## src/rtl/fetch_pkg.sv

```systemverilog
// Shared types and constants for the instruction fetch stage.
package fetch_pkg;

  typedef enum logic [1:0] {
    IDLE = 2'd0,
    REQ  = 2'd1,
    FULL = 2'd2,
    DROP = 2'd3
  } fetch_state_e;

  localparam logic [31:0] NOP_INSTR = 32'h0000_0013;

endpackage

```

## src/rtl/fetch_unit.sv

```systemverilog
// Instruction fetch stage: one outstanding I-cache request, registered
// instruction/PC to decode, and the enable that advances the PC register.
module fetch_unit
  import fetch_pkg::*;
#(
  parameter logic [31:0] RESET_INSTR = NOP_INSTR
) (
  input  logic        clk_i,
  input  logic        rst_ni,
  input  logic [31:0] pc_i,
  output logic        pc_en_o,
  input  logic        flush_i,
  output logic        imem_req_o,
  output logic [31:0] imem_addr_o,
  input  logic        imem_valid_i,
  input  logic [31:0] imem_rdata_i,
  output logic [31:0] inst_o,
  output logic [31:0] inst_pc_o,
  output logic        inst_valid_o,
  input  logic        inst_ready_i
);

  fetch_state_e state_q;
  logic [31:0]  addr_q;
  logic [31:0]  inst_q;
  logic [31:0]  inst_pc_q;
  logic         inst_valid_q;

  // Fetch FSM with the decode-side output registers.
  always_ff @(posedge clk_i or negedge rst_ni) begin
    if (!rst_ni) begin
      state_q      <= IDLE;
      addr_q       <= 32'h0000_0000;
      inst_q       <= RESET_INSTR;
      inst_pc_q    <= 32'h0000_0000;
      inst_valid_q <= 1'b0;
    end else if (flush_i) begin
      inst_valid_q <= 1'b0;
      // An in-flight request must still be held until the cache answers.
      case (state_q)
        REQ, DROP: state_q <= imem_valid_i ? IDLE : DROP;
        default:   state_q <= IDLE;
      endcase
    end else begin
      case (state_q)
        IDLE: begin
          addr_q  <= pc_i;
          state_q <= REQ;
        end
        REQ: begin
          if (imem_valid_i) begin
            inst_q       <= imem_rdata_i;
            inst_pc_q    <= addr_q;
            inst_valid_q <= 1'b1;
            state_q      <= FULL;
          end
        end
        FULL: begin
          if (inst_ready_i) begin
            inst_valid_q <= 1'b0;
            addr_q       <= pc_i;
            state_q      <= REQ;
          end
        end
        DROP: begin
          if (imem_valid_i) begin
            state_q <= IDLE;
          end
        end
        default: state_q <= IDLE;
      endcase
    end
  end

  assign imem_req_o   = (state_q == REQ) || (state_q == DROP);
  assign imem_addr_o  = addr_q;
  assign pc_en_o      = ((state_q == REQ) && imem_valid_i) || flush_i;
  assign inst_o       = inst_q;
  assign inst_pc_o    = inst_pc_q;
  assign inst_valid_o = inst_valid_q;

endmodule

```

## config.mk

```make
export PLATFORM = sky130hd
export DESIGN_NAME = fetch_unit
export DESIGN_NICKNAME = d
export VERILOG_FILES = /design/src/rtl/fetch_pkg.sv /design/src/rtl/fetch_unit.sv
export SDC_FILE = /design/constraint.sdc
export NUM_CORES = 1
export LEC_CHECK = 0
export ABC_AREA = 1
export CORE_MARGIN = 8
export CORE_UTILIZATION = 40
export CTS_CLUSTER_DIAMETER = 100
export DETAILED_ROUTE_END_ITERATION = 12
export HOLD_SLACK_MARGIN = 0.12
export PLACE_DENSITY = 0.74
export SYNTH_ARGS = -nofsm -noshare
export SYNTH_HDL_FRONTEND = slang
export SYNTH_SLANG_ARGS = --single-unit
```

## constraint.sdc

```tcl
create_clock -name clk_i -period 3.3 [get_ports clk_i]
set_clock_uncertainty 0.05 [all_clocks]
set_input_delay 0.495 -clock clk_i [delete_from_list [all_inputs] [get_ports clk_i]]
set_output_delay 0.495 -clock clk_i [all_outputs]
set_load 0.01 [all_outputs]
```

* Word-level counts from Yosys, hierarchy flattened
Index checks and enable logic that the tools add are counted.
** Word-level totals
- Memories kept :: 0
- Memory bits (read-only) :: 0
- Latch bits :: 0
- Memory bits (writable) :: 0
- Flip-flop bits (word level) :: 99
** Operators by class
- Multiply operators :: 0
- Reductions and logical operators :: 11
- Eq/ne operators :: 7
- Div/mod/pow operators :: 0
- Muxes and demuxes :: 13
- Add/sub/neg operators :: 0
- Magnitude comparators :: 0
- Shift-type cells :: 0
- Bitwise logic cells :: 1
** Operators by type and width (number)
- 32-bit case mux with 2 select lines :: 1
- 32-bit two-way mux :: 1
- 2-bit two-way mux :: 6
- 3-bit AND reduction :: 4
- 3-bit != test, second input constant :: 3
- 2-bit case mux with 4 select lines :: 1
- 2-bit == test, second input constant :: 2
- 1-bit two-way mux :: 3
- 3-bit nonzero test :: 1
- 2-bit by 1-bit == test with 1-bit output, second input constant :: 1
- 2-bit zero test :: 1
- 1-bit logical OR :: 2
- 2-bit != test, second input constant :: 1
- 1-bit case mux with 2 select lines :: 1
- 2-bit nonzero test :: 1
- 2-bit OR reduction :: 1
- 1-bit logical AND :: 1
- 1-bit NOT :: 1

* Logic depth before layout (Yosys ltp)
- Depth in word-level cells :: 4
- Mapped depth :: 7
- Depth with buffers taken out :: 6

* Worst setup path after synthesis
No wires, ideal clock.
- Path type :: reg2out
- From :: reg state_q[1]
- To :: out pc_en_o
- Path buffers :: 0
- Stages on the path, launching flop included :: 4
- Arrival :: 0.726 ns
- Path slack :: 2.029 ns
- Required time :: 2.755 ns
- Path through :: dfrtp_1 bufinv_8 nand3_1 nand2_1
** Between the ends
- Cells in the longest elaborated chain, start to end :: 3
** Ends and longest elaborated chain
- start, declared :: RTL line fetch_unit.sv:23 : fetch_state_e state_q;
- start signal, assigned :: RTL line fetch_unit.sv:41 : REQ, DROP: state_q <= imem_valid_i ? IDLE : DROP;
- 2-bit by 1-bit == test with 1-bit output :: RTL line fetch_unit.sv:77 : assign pc_en_o = ((state_q == REQ) && imem_valid_i) || flush_i;
- 1-bit logical AND :: RTL line fetch_unit.sv:77
- 1-bit logical OR :: RTL line fetch_unit.sv:77
- end, declared :: RTL line fetch_unit.sv:11 : output logic pc_en_o,
No other way between the ends.

* Final worst setup path
- From :: in imem_valid_i
- To :: out pc_en_o
** Between the ends
- Cells in the longest elaborated chain, start to end :: 2
** Ends and longest elaborated chain
- start, declared :: RTL line fetch_unit.sv:15 : input logic imem_valid_i,
- 1-bit logical AND :: RTL line fetch_unit.sv:77
- 1-bit logical OR :: RTL line fetch_unit.sv:77
No other way between the ends.

==> results.md <==
- Share of the synthesized area in compound gates (AO/OA/AOI/OAI): 12.4%
- GPL Wtd Cong: 0.755
- Final ANT Viol Nets: 0
- Die ar.: 14,300 sq um
- Cell area after synthesis: 4290 sq um
- Number of enable flip-flop cells after synthesis: 0
- Count of hold-fix buffers inserted at cts: 0
- Final worst path period share: 72.1%
- Largest family of logic cells by synthesized area: simple AND/OR/NAND/NOR gates
- Kind of start point of the critical path: primary input
- Clock tree from TritonCTS: done
- Worst Path Class, Setup: in2out
- Number of warnings issued by yosys: 0
- Via count: 3,335
- Cells along the critical path: clkdlybuf4s50_1, nand3_1, nand2_1, clkdlybuf4s50_1
- Most used cell, CP: clkdlybuf4s50_1
- Largest net degree at the start of global routing: 84
- Total setup buffers inserted after CTS: 0
- Maximum capacitance violations: 0
- Number of levels the H-tree was split into: 3
- Average size of a mapped cell: 9.80 sq um
- Number of instances resized during post-cts repair: 0
- Placed cells: 724
- Power density of the placed cells: 866 nW/um^2
- CP Data Required Time: 2750 ps
- Core Rows: 38
- RSZ-0062 raised after global routing: no
- Top cells by instance count after synthesis: nand2_1 (136), dfrtp_1 (96), inv_1 (68)
- Number of CTS-inserted buffers: 9
- Kind of path behind the tightest hold check: in2async
- Clock tree root buffer cell: clkbuf_8
- Longest Clk Path Bufs: 2
- Initial cell density of the core: 40.3%
- Total grt overflow: 0
- Number of global-route vias before repair: 3,501
- Routed wire length: 11,000 um
- Clk sink count: 99
- Adder and majority cell fraction of the synthesized area: 0%
- IR drop worst, VDD: 0.415 mV
- Final net count: 664
- Count of endpoints failing setup in the final report: 0
- Die Y: 120 um
- Combined buffer and inverter count along the critical path: 2
- Number of diodes added for antenna fixing: 0
- Count of buffers inserted at the top-level ports: 167
- Global-route layer with the greatest usage: met2
- Total negative setup slack: 0 ps
- Post-synth ARST share: 100%
- Tmin final: 2380 ps
- Global routing usage summed across all routing layers: 15.4%
- Worst max-slew margin expressed relative to the limit: 31.0%
- Largest delay share family, worst path: buffers and inverters
- WP data arrival: 1830 ps
- Most common cell in the netlist: nand2_1
- Number of instances in the synthesized netlist: 438
- Initial antenna violation count: 0
- Parity-gate share of the synthesized area counting xor and xnor cells: 0%
- Main area contributors after synthesis: dfrtp_1 (56%), nand2_1 (12%), o21ai_2 (11%)
- Hold violation total from the final report: 0
- Post-synthesis register bit count: 99
- First-pass GRT wire length: 17,900 um
- Layout Area Growth over Synthesis: 44.1%
- Number of iterations in the first detailed-routing pass: 4
- Delay of the slowest cell on the worst path: 580 ps
- Count of placed standard cells in the final layout, fillers left out: 740
- Layout filler cell count: 938
- Area share of the largest cell type after synthesis: 56.0%
- CP max-delay cell: clkdlybuf4s50_1
- Crit end category: output pin
- Leak pwr: 3.01 nW
- Post-Synth Simple-Gate Area: 17.7%
- Drt initial violations: 193
- Share of cells above drive strength 1: 14.3%
- Clock-pin slew reported for the worst setup and hold paths after clock tree synthesis: 90 ps
- Post-DR vias/cell: 4.51
- Mux share of post-synthesis cell area: 0%
- Core region area: 10,700 sq um
- Avg WL per Cell: 14.8 um
- Top FF cell, synth: dfrtp_1
- Max-slew violation count: 0
- Post-synthesis net count: 507
- Met2 Usage GRT: 26.2%
- Maximum clock rate: 420 MHz
- Top-level port count: 168
- Met1 Track Usage GR: 17.3%
- Number of different library cells in the post-synthesis netlist: 22
- Detailed Place HPWL: 7940 um
- Actual transition at the worst max-transition pin: 1040 ps
- Biggest area consumer among synthesized cells: dfrtp_1
- Grt met3 use: 5.68%
- Clock latency of the later-clocked register in the worst-skew pair: 360 ps
- Worst-path fanout max: 4
- Part of the Yosys area used for sequential elements: 57.8%
- X dimension of the die: 120 um
- Run status: complete, no violations
- DRC viols: 0
-- routing by layer --
layer	wire [um]	up-vias	share of wire (%)
met5	0	-	0
met4	155	0	1.4
met3	918	11	8.4
met2	5340	115	49
met1	4540	1554	41
li1	-	1655	-
-- registers in the layout (all words and copies together) (netlist names) --
signal,count
imem_addr_o,32
inst_o,32
inst_pc_o,32
inst_valid_o,1
state_q,2
-- final timing paths --
| check | startpoint | endpoint | slack (ps) | cells past startpoint |
|---|---|---|---|---|
| setup / recovery | imem_valid_i | pc_en_o | 920 | 4 |
| hold / removal | rst_ni | inst_o[5] | 240 | 1 |
| setup reg to reg | state_q[0] | imem_addr_o[15] | 1280 | 5 |
| hold reg to reg | inst_valid_o | inst_valid_o | 430 | 2 |
| max in group asynchronous | rst_ni | inst_o[30] | 2070 | 2 |
| min in group clk_i | inst_valid_o | inst_valid_o | 430 | 2 |
-- report_power, final --
| part | leakage (nW) | switching [W] | total [W] | internal (W) |
|---|---|---|---|---|
| clock network | 0.123 | 0.000414 | 0.000940 | 0.000526 |
| registers | 1.24 | 0.000335 | 0.00208 | 0.00174 |
| logic | 1.65 | 0.00105 | 0.00234 | 0.00128 |
| total | 3.01 | 0.00180 | 0.00535 | 0.00355 |
-- layout by cell type (no fill, tap or decap), drive strengths merged --
master	instances
buf	5
bufinv	4
clkbuf	10
clkdlybuf4s50	166
clkinv	1
clkinvlp	1
dfrtp	96
dfstp	3
inv	70
nand2	138
nand3	35
nand4	1
nor2	4
nor3	1
o21ai	65
-- cells by family (layout without fill, tap and decap cells) --
family                 count (synthesis)  count (layout)
AO/OA/AOI/OAI                         65              65
AND/OR/NAND/NOR                      179             179
flip-flops                            99              99
buffers and inverters                 95             257
-- metrics by stage --
| stage | total power (W) | worst slack [ps] | area (sq um) | util [%] | hold WS [ps] |
|---|---|---|---|---|---|
| after global routing | 0.00570 | 854 | 6180 | 58.1 | 321 |
| final | 0.00535 | 921 | 6180 | 58.1 | 245 |
| after CTS | 0.00544 | 914 | 6180 | 58.1 | 294 |
| after detailed placement | 0.00447 | 849 | 5940 | 55.7 | 414 |
| after global placement | 0.00440 | 902 | 5940 | 55.7 | 410 |
| after floorplan | 0.00312 | 2030 | 4290 | - | 149 |
-- layout make-up --
cell class | instances | area (sq um) | share of cell area [%]
flip-flops and latches | 99 | 2480 | 40.1
clock buffers | 10 | 138 | 2.23
clock inverters | 6 | 111 | 1.80
multi-input cells | 244 | 1290 | 20.9
repair buffers | 171 | 1710 | 27.7
inverters | 70 | 277 | 4.47
well taps | 140 | 175 | 2.83
No activity file was read; power rests on OpenSTA's default activity.
